==> src/rtl/regfile_access_arbiter.sv <==
// regfile_access_arbiter
//   Shares the single read/write port of a 32 x 16-bit register file between
//   requester 0 (fetch/decode) and requester 1 (writeback/debug). Each access
//   is a 3-cycle IDLE -> ACCESS -> DONE transaction with a one-cycle Gnt
//   pulse in ACCESS and a one-cycle Done pulse in DONE. Simultaneous requests
//   are resolved round-robin.
//
//   Optional macro RFARB_FIXED_PRIORITY_EN: requester 0 always wins a tie.
//   The pointer is then held at 0.
//
// Ports
//   clk, reset           clock, synchronous active-high reset
//   Req/Wr/Addr/WData0,1 request, write flag, address, write data per requester
//   Gnt0/1, Done0/1      grant and completion pulses to the winner
//   RData                read data, valid during Done after a read
//   RfAddr, RfWriteEn,
//   RfWriteData          register file control (address shared by read/write)
//   RfReadValue          combinational read value from the register file
//   Busy                 high whenever a transaction is in flight
module regfile_access_arbiter #(
  parameter int DATA_WIDTH = 16,
  parameter int ADDR_WIDTH = 5
) (
  input  logic                  clk,
  input  logic                  reset,
  input  logic                  Req0,
  input  logic                  Req1,
  input  logic                  Wr0,
  input  logic                  Wr1,
  input  logic [ADDR_WIDTH-1:0] Addr0,
  input  logic [ADDR_WIDTH-1:0] Addr1,
  input  logic [DATA_WIDTH-1:0] WData0,
  input  logic [DATA_WIDTH-1:0] WData1,
  output logic                  Gnt0,
  output logic                  Gnt1,
  output logic                  Done0,
  output logic                  Done1,
  output logic [DATA_WIDTH-1:0] RData,
  output logic [ADDR_WIDTH-1:0] RfAddr,
  output logic                  RfWriteEn,
  output logic [DATA_WIDTH-1:0] RfWriteData,
  input  logic [DATA_WIDTH-1:0] RfReadValue,
  output logic                  Busy
);

`ifdef RFARB_FIXED_PRIORITY_EN
  localparam bit FIXED_PRIO = 1'b1;
`else
  localparam bit FIXED_PRIO = 1'b0;
`endif

  typedef enum logic [1:0] {IDLE, ACCESS, DONE} state_t;

  typedef struct packed {
    logic                  wr;
    logic [ADDR_WIDTH-1:0] addr;
    logic [DATA_WIDTH-1:0] wdata;
  } req_t;

  state_t state, state_nxt;
  logic   ptr, ptr_nxt;
  logic   win_id, win_wr;
  logic   take, pick;
  req_t   req0, req1, sel;

  logic [DATA_WIDTH-1:0] rdata_q, wdata_q;
  logic [ADDR_WIDTH-1:0] addr_q;

  assign req0 = '{wr: Wr0, addr: Addr0, wdata: WData0};
  assign req1 = '{wr: Wr1, addr: Addr1, wdata: WData1};
  assign sel  = pick ? req1 : req0;

  always_comb begin
    state_nxt = state;
    ptr_nxt   = ptr;
    take      = 1'b0;
    pick      = 1'b0;
    Gnt0      = 1'b0;
    Gnt1      = 1'b0;
    Done0     = 1'b0;
    Done1     = 1'b0;
    RfWriteEn = 1'b0;
    case (state)
      IDLE: begin
        if (Req0 || Req1) begin
          take      = 1'b1;
          state_nxt = ACCESS;
          // tie goes to the pointer (or always to 0 in fixed-priority builds)
          pick      = (Req0 && Req1) ? (ptr & ~FIXED_PRIO) : Req1;
        end
      end
      ACCESS: begin
        state_nxt = DONE;
        Gnt0      = ~win_id;
        Gnt1      = win_id;
        RfWriteEn = win_wr;
      end
      DONE: begin
        state_nxt = IDLE;
        Done0     = ~win_id;
        Done1     = win_id;
        ptr_nxt   = FIXED_PRIO ? 1'b0 : ~win_id;
      end
      default: state_nxt = IDLE;
    endcase
  end

  always_ff @(posedge clk) begin
    if (reset) begin
      state   <= IDLE;
      ptr     <= 1'b0;
      win_id  <= 1'b0;
      win_wr  <= 1'b0;
      addr_q  <= '0;
      wdata_q <= '0;
      rdata_q <= '0;
    end else begin
      state <= state_nxt;
      ptr   <= ptr_nxt;
      // address/data are loaded at acceptance so they are already stable
      // through ACCESS and simply hold afterwards
      if (take) begin
        win_id <= pick;
        win_wr <= sel.wr;
        addr_q <= sel.addr;
        if (sel.wr) wdata_q <= sel.wdata;
      end
      if (state == ACCESS && !win_wr) rdata_q <= RfReadValue;
    end
  end

  assign RData       = rdata_q;
  assign RfAddr      = addr_q;
  assign RfWriteData = wdata_q;
  assign Busy        = (state != IDLE);

endmodule

==> config.mk <==
export PLATFORM = sky130hd
export DESIGN_NAME = regfile_access_arbiter
export DESIGN_NICKNAME = d
export VERILOG_FILES = /design/src/rtl/regfile_access_arbiter.sv
export SDC_FILE = /design/constraint.sdc
export NUM_CORES = 1
export LEC_CHECK = 0
export CAP_MARGIN = 20
export CORE_MARGIN = 8
export CORE_UTILIZATION = 35
export DETAILED_ROUTE_END_ITERATION = 8
export GPL_ROUTABILITY_DRIVEN = 0
export GPL_TIMING_DRIVEN = 0
export HOLD_SLACK_MARGIN = 0.06
export PLACE_DENSITY_LB_ADDON = 0.05
export SYNTH_ARGS = -nofsm -noshare
export SYNTH_HDL_FRONTEND = slang
export SYNTH_SLANG_ARGS = --single-unit
==> constraint.sdc <==
create_clock -name clk -period 1.6 [get_ports clk]
set_clock_uncertainty 0.2 [all_clocks]
set_input_delay 0.32 -clock clk [delete_from_list [all_inputs] [get_ports clk]]
set_output_delay 0.32 -clock clk [all_outputs]
set_load 0.05 [all_outputs]
; ---- Yosys cells after proc, flatten, opt, wreduce, memory -nomap -nowiden
; Cells that the tools add are included.
[word_totals]
regBits = 42
input_bits = 64
out_inout_bits = 43
elab_cells = 31
[op_classes]
n_eq_ne = 3
n_mux = 13
n_bitwise = 1
reduce_logical = 7
[ops]
columns = operator, count
row1 = 22-bit two-way mux, 1
row2 = 1-bit two-way mux, 10
row3 = 2-bit one-hot mux with 2 select lines, 1
row4 = 2-bit by 1-bit equality test with 1-bit output (second input constant), 1
row5 = 2-bit equality test (second input constant), 1
row6 = 1-bit logical AND, 2
row7 = 2-bit zero test, 1
row8 = 2-bit two-way mux, 1
row9 = 2-bit != test (second input constant), 1
row10 = 2-bit AND reduction, 1
row11 = 2-bit nonzero test, 1
row12 = 1-bit zero test, 1
row13 = 1-bit logical OR, 1
row14 = 1-bit inverter, 1

; ---- Depth between registers and ports, before layout
[logic_depth]
ltp_word = 6
depth_mapped = 7
depth_no_buf = 5

; ---- Worst setup path after synthesis
; No wires, ideal clock.
[synth_timing]
path_kind = register -> output
start = register state[1]
end = output port Gnt0
t_arrival_ps = 1190
t_required_ps = 1080
slack_ps = -110
path_stages_with_launch = 3
n_path_buf = 0
cell_sequence = dfxtp_1 -> nand2b_1 -> nor2_1
[synth_via]
elab_chain_len = 2
[synth_rtl]
columns = item, line
row1 = start: declaration, 60  ; state_t state, state_nxt;
row2 = start signal: assignment, 118  ; state <= state_nxt;
row3 = 2-bit by 1-bit equality test with 1-bit output, 83  ; case (state)
row4 = 1-bit two-way mux, 83
row5 = end: declaration, 34  ; output logic Gnt0,
; No other way between the ends.

; ---- Final worst setup path
[layout_timing]
start = register state[1]
end = output port Gnt1
[layout_via]
elab_chain_len = 2
[layout_rtl]
columns = item, line
row1 = 2-bit by 1-bit equality test with 1-bit output, 83
row2 = 1-bit two-way mux, 83
row3 = end: declaration, 35  ; output logic Gnt1,
; No other way between the ends.

==> summary.md <==
| Metric | Value |
|---|---|
| Status | finished, violations left |
| Failing checks | negative setup slack |
| Starting density of the core | 36.1% |
| Hold path cells | 2 |
| Place WS | -588 ps |
| Drt initial violations | roughly 160 |
| Share of post-route cells with drive strength above 1 | 25.8% |
| Final Hold Vio Count | 0 |
| Maximum Capacitance Violations | 0 |
| Synth warn | 0 |
| Max Freq | 0.596 GHz |
| Final min period | 1680 ps |
| Worst IR Drop VDD | 0.468 mV |
| Flop and latch count out of synthesis | 42 |
| Worst Setup Start Kind | flip-flop |
| TNS Setup | -1120 ps |
| Residual DRC count | 0 |
| Crit path required time | roughly 1100 ps |
| Vias in the first global route | between 2k and 2.5k |
| Leakage power | around 1.4 nW |
| Syn_nets | 356 |
| Total track usage | about 17% |
| Post-synth ARST share | 0% |
| Reg clk slew, reported paths | about 90 ps |
| Worst-case reg-to-reg path depth | 8 |
| Clock power share | 26.3% |
| Top_reg_cell synth | dfxtp_1 |
| Register share of total power | ~37% |
| CTS tree | built |
| Worst setup margin | -77.2 ps |
| Cells after DPL | 470 |
| Initial antenna violation count | 0 |
| Worst-skew pair later-pin latency | 300 ps |
| Num CTS Buffers | 5 |
| Vias per Instance | 5.26 |
| Yosys top cell area share | roughly two fifths |
| EDFF count, synth | 0 |
| I/O Buffers | 103 |
| Vias post-DR | about 2.6k |
| Critical path class | reg -> out |
| Net switching fraction of the power | 36.6% |
| Slew headroom | between 60% and 70% |
| Root buffer cell | clkbuf_8 |
| N_diodes | 0 |
| Hold_ws | 175 ps |
| Row count | 28 |
| Post-DP HPWL | between 5000 and 6000 µm |
| R2r setup slk | -70 ps |
| Sequential share of the synthesized area | 39.6% |
| R2r startpoint | state[0] |
| Area growth, synth to finish | 71.5% |
| Nets@finish | 482 |
| Net Switching | ~1.2 mW |
| Final Setup Violations | 21 |
| Die Ht | roughly 94 µm |
| Fin util | 61.8% |
| Crit. End Element | output port |
| DR pass1 iterations | 5 |
| WHS Endpoint | RData[0] |
| Most instantiated cells after synthesis | nand2_1 (70), nor2_1 (45), dfxtp_1 (42) |
| GRT overflow | 0 |
| First-pass GRT wire length | around 12000 µm |
| CTS Hold Bufs | 0 |
| CP Data Arrival Time | around 1200 ps |
| Die W | approximately 94 µm |
| Worst Tran Pin Value | 483 ps |
| WL/cell | 16.0 µm |
| Post-Syn Instances | between 200 and 300 |
| H-tree Lvls | 2 |
| RR Endpoint | RfWriteData[15] |
| Clock buffer depth | 2 |
| Largest net degree at the start of global routing | 17 |
| Most frequent cell after synthesis | nand2_1 |
| DRT Wirelength | 7880 µm |
| Area leader, netlist | dfxtp_1 |
| Num ports | around 110 |
| Placeable core area | approximately 5900 µm² |
| Final period util | 105% |
| Cell Area, Synth | around 2100 µm² |
| Die footprint | 8810 µm² |
| Pins Over Slew Limit | 0 |
| P_int | roughly 2.1 mW |
| Cell Pwr Density | 911 nW/µm² |
| Power share of the combinational group | around 37% |
| Synth top area cells | dfxtp_1 (40%), nand2_1 (12%), nor2_1 (8.0%) |
| # fillers | between 500 and 600 |
| Crit path max fanout | 6 |
| Post-synth cell types | 25 |
| RSZ-0062 raised after global routing | true |
| Final Non-Filler Cells | approximately 500 |
| Post-route ant nets | 0 |
| Sink Count | 42 |
| Post-Syn Area per Cell | roughly 7.3 µm² |
| Min-delay src | reset |
| Worst hold-check path type | in -> reg |
layer usage:
metal / share of wire, % / global-route usage (%) / vias to the layer above / wire, µm
met5: 0 / 0 / - / 0
met4: 1.1 / 3.57 / 0 / 86
met3: 7.8 / 5.52 / 7 / 612
met2: 49 / 27.3 / 106 / 3840
met1: 42 / 22.1 / 1206 / 3350
li1: - / - / 1281 / -
state kept, by name (all words and copies together) (netlist names):
signal / count
RfAddr: 5
win_id: 1
RfWriteData: 16
RData: 16
win_wr: 1
ptr: 1
state: 2
kinds of logic (layout without fill, tap and decap cells):
| group | count (synthesis) | in the layout | synth area share, % |
|---|---|---|---|
| flops | 42 | 42 | 39.6 |
| compound gates | 79 | 79 | 23.7 |
| buf+inv | 31 | 158 | 7.49 |
| simple gates | 140 | 140 | 29.2 |
layout by cell type, fill, tap and decap left out, types with 14 or more instances in the layout:
cell	instances
nor2_1	39
nand4_1	16
dfxtp_1	38
o21ai_0	15
nand2_1	70
a21oi_1	23
clkdlybuf4s50_1	58
buf_2	17
clkdlybuf4s15_2	20
a31oi_1	14
o2111ai_1	16
through the flow:
step                      area (µm²)  power, mW
after CTS                       3570       3.30
after floorplan                 2130       1.91
after detailed placement        3260       2.35
final                           3640       3.31
after global routing            3640       3.46
after global placement          3260       2.34
final cells by class:
cell class	instances	area (µm²)	area share, %
plain buffers	25	166	4.57
multi-input cells	219	1220	33.7
clock inverters	2	37.5	1.03
flip-flops and latches	42	853	23.5
clock buffers	6	72.6	1.99
repair buffers	120	1160	32.0
inverters	5	26.3	0.722
well taps	75	93.8	2.58
critical path, cell delays in order (launching register included):
cell	delay, ps
dfxtp_4	370
nand2b_4	200
nor2_2	120
buf_6	170
how the worst max path moves through the flow:
stage	start	to	slack (ps)
floorplan	state[1]	Gnt0	-110
global placement	Req0	RfWriteData[6]	-590
CTS	state[1]	Gnt0	-110
detailed placement	Req0	RfWriteData[6]	-590
finish	state[1]	Gnt1	-80
global route	state[0]	RfWriteData[5]	-150
power by group through the flow:
stage	registers, mW	clock network (mW)	logic (mW)
finish	1.21	0.871	1.23
global route	1.22	0.920	1.32
CTS	1.21	0.887	1.20
detailed placement	1.23	0	1.12
global placement	1.23	0	1.11
floorplan	1.50	0	0.410
timing repair:
action / 4_1_cts / 5_1_grt
buffers inserted: 13 / 2
pin swaps: 4 / 11
setup endpoints to repair: 76 / 55
gates cloned: 2 / 0
resized for setup: 190 / 48
No activity file was read; power rests on OpenSTA's default activity.
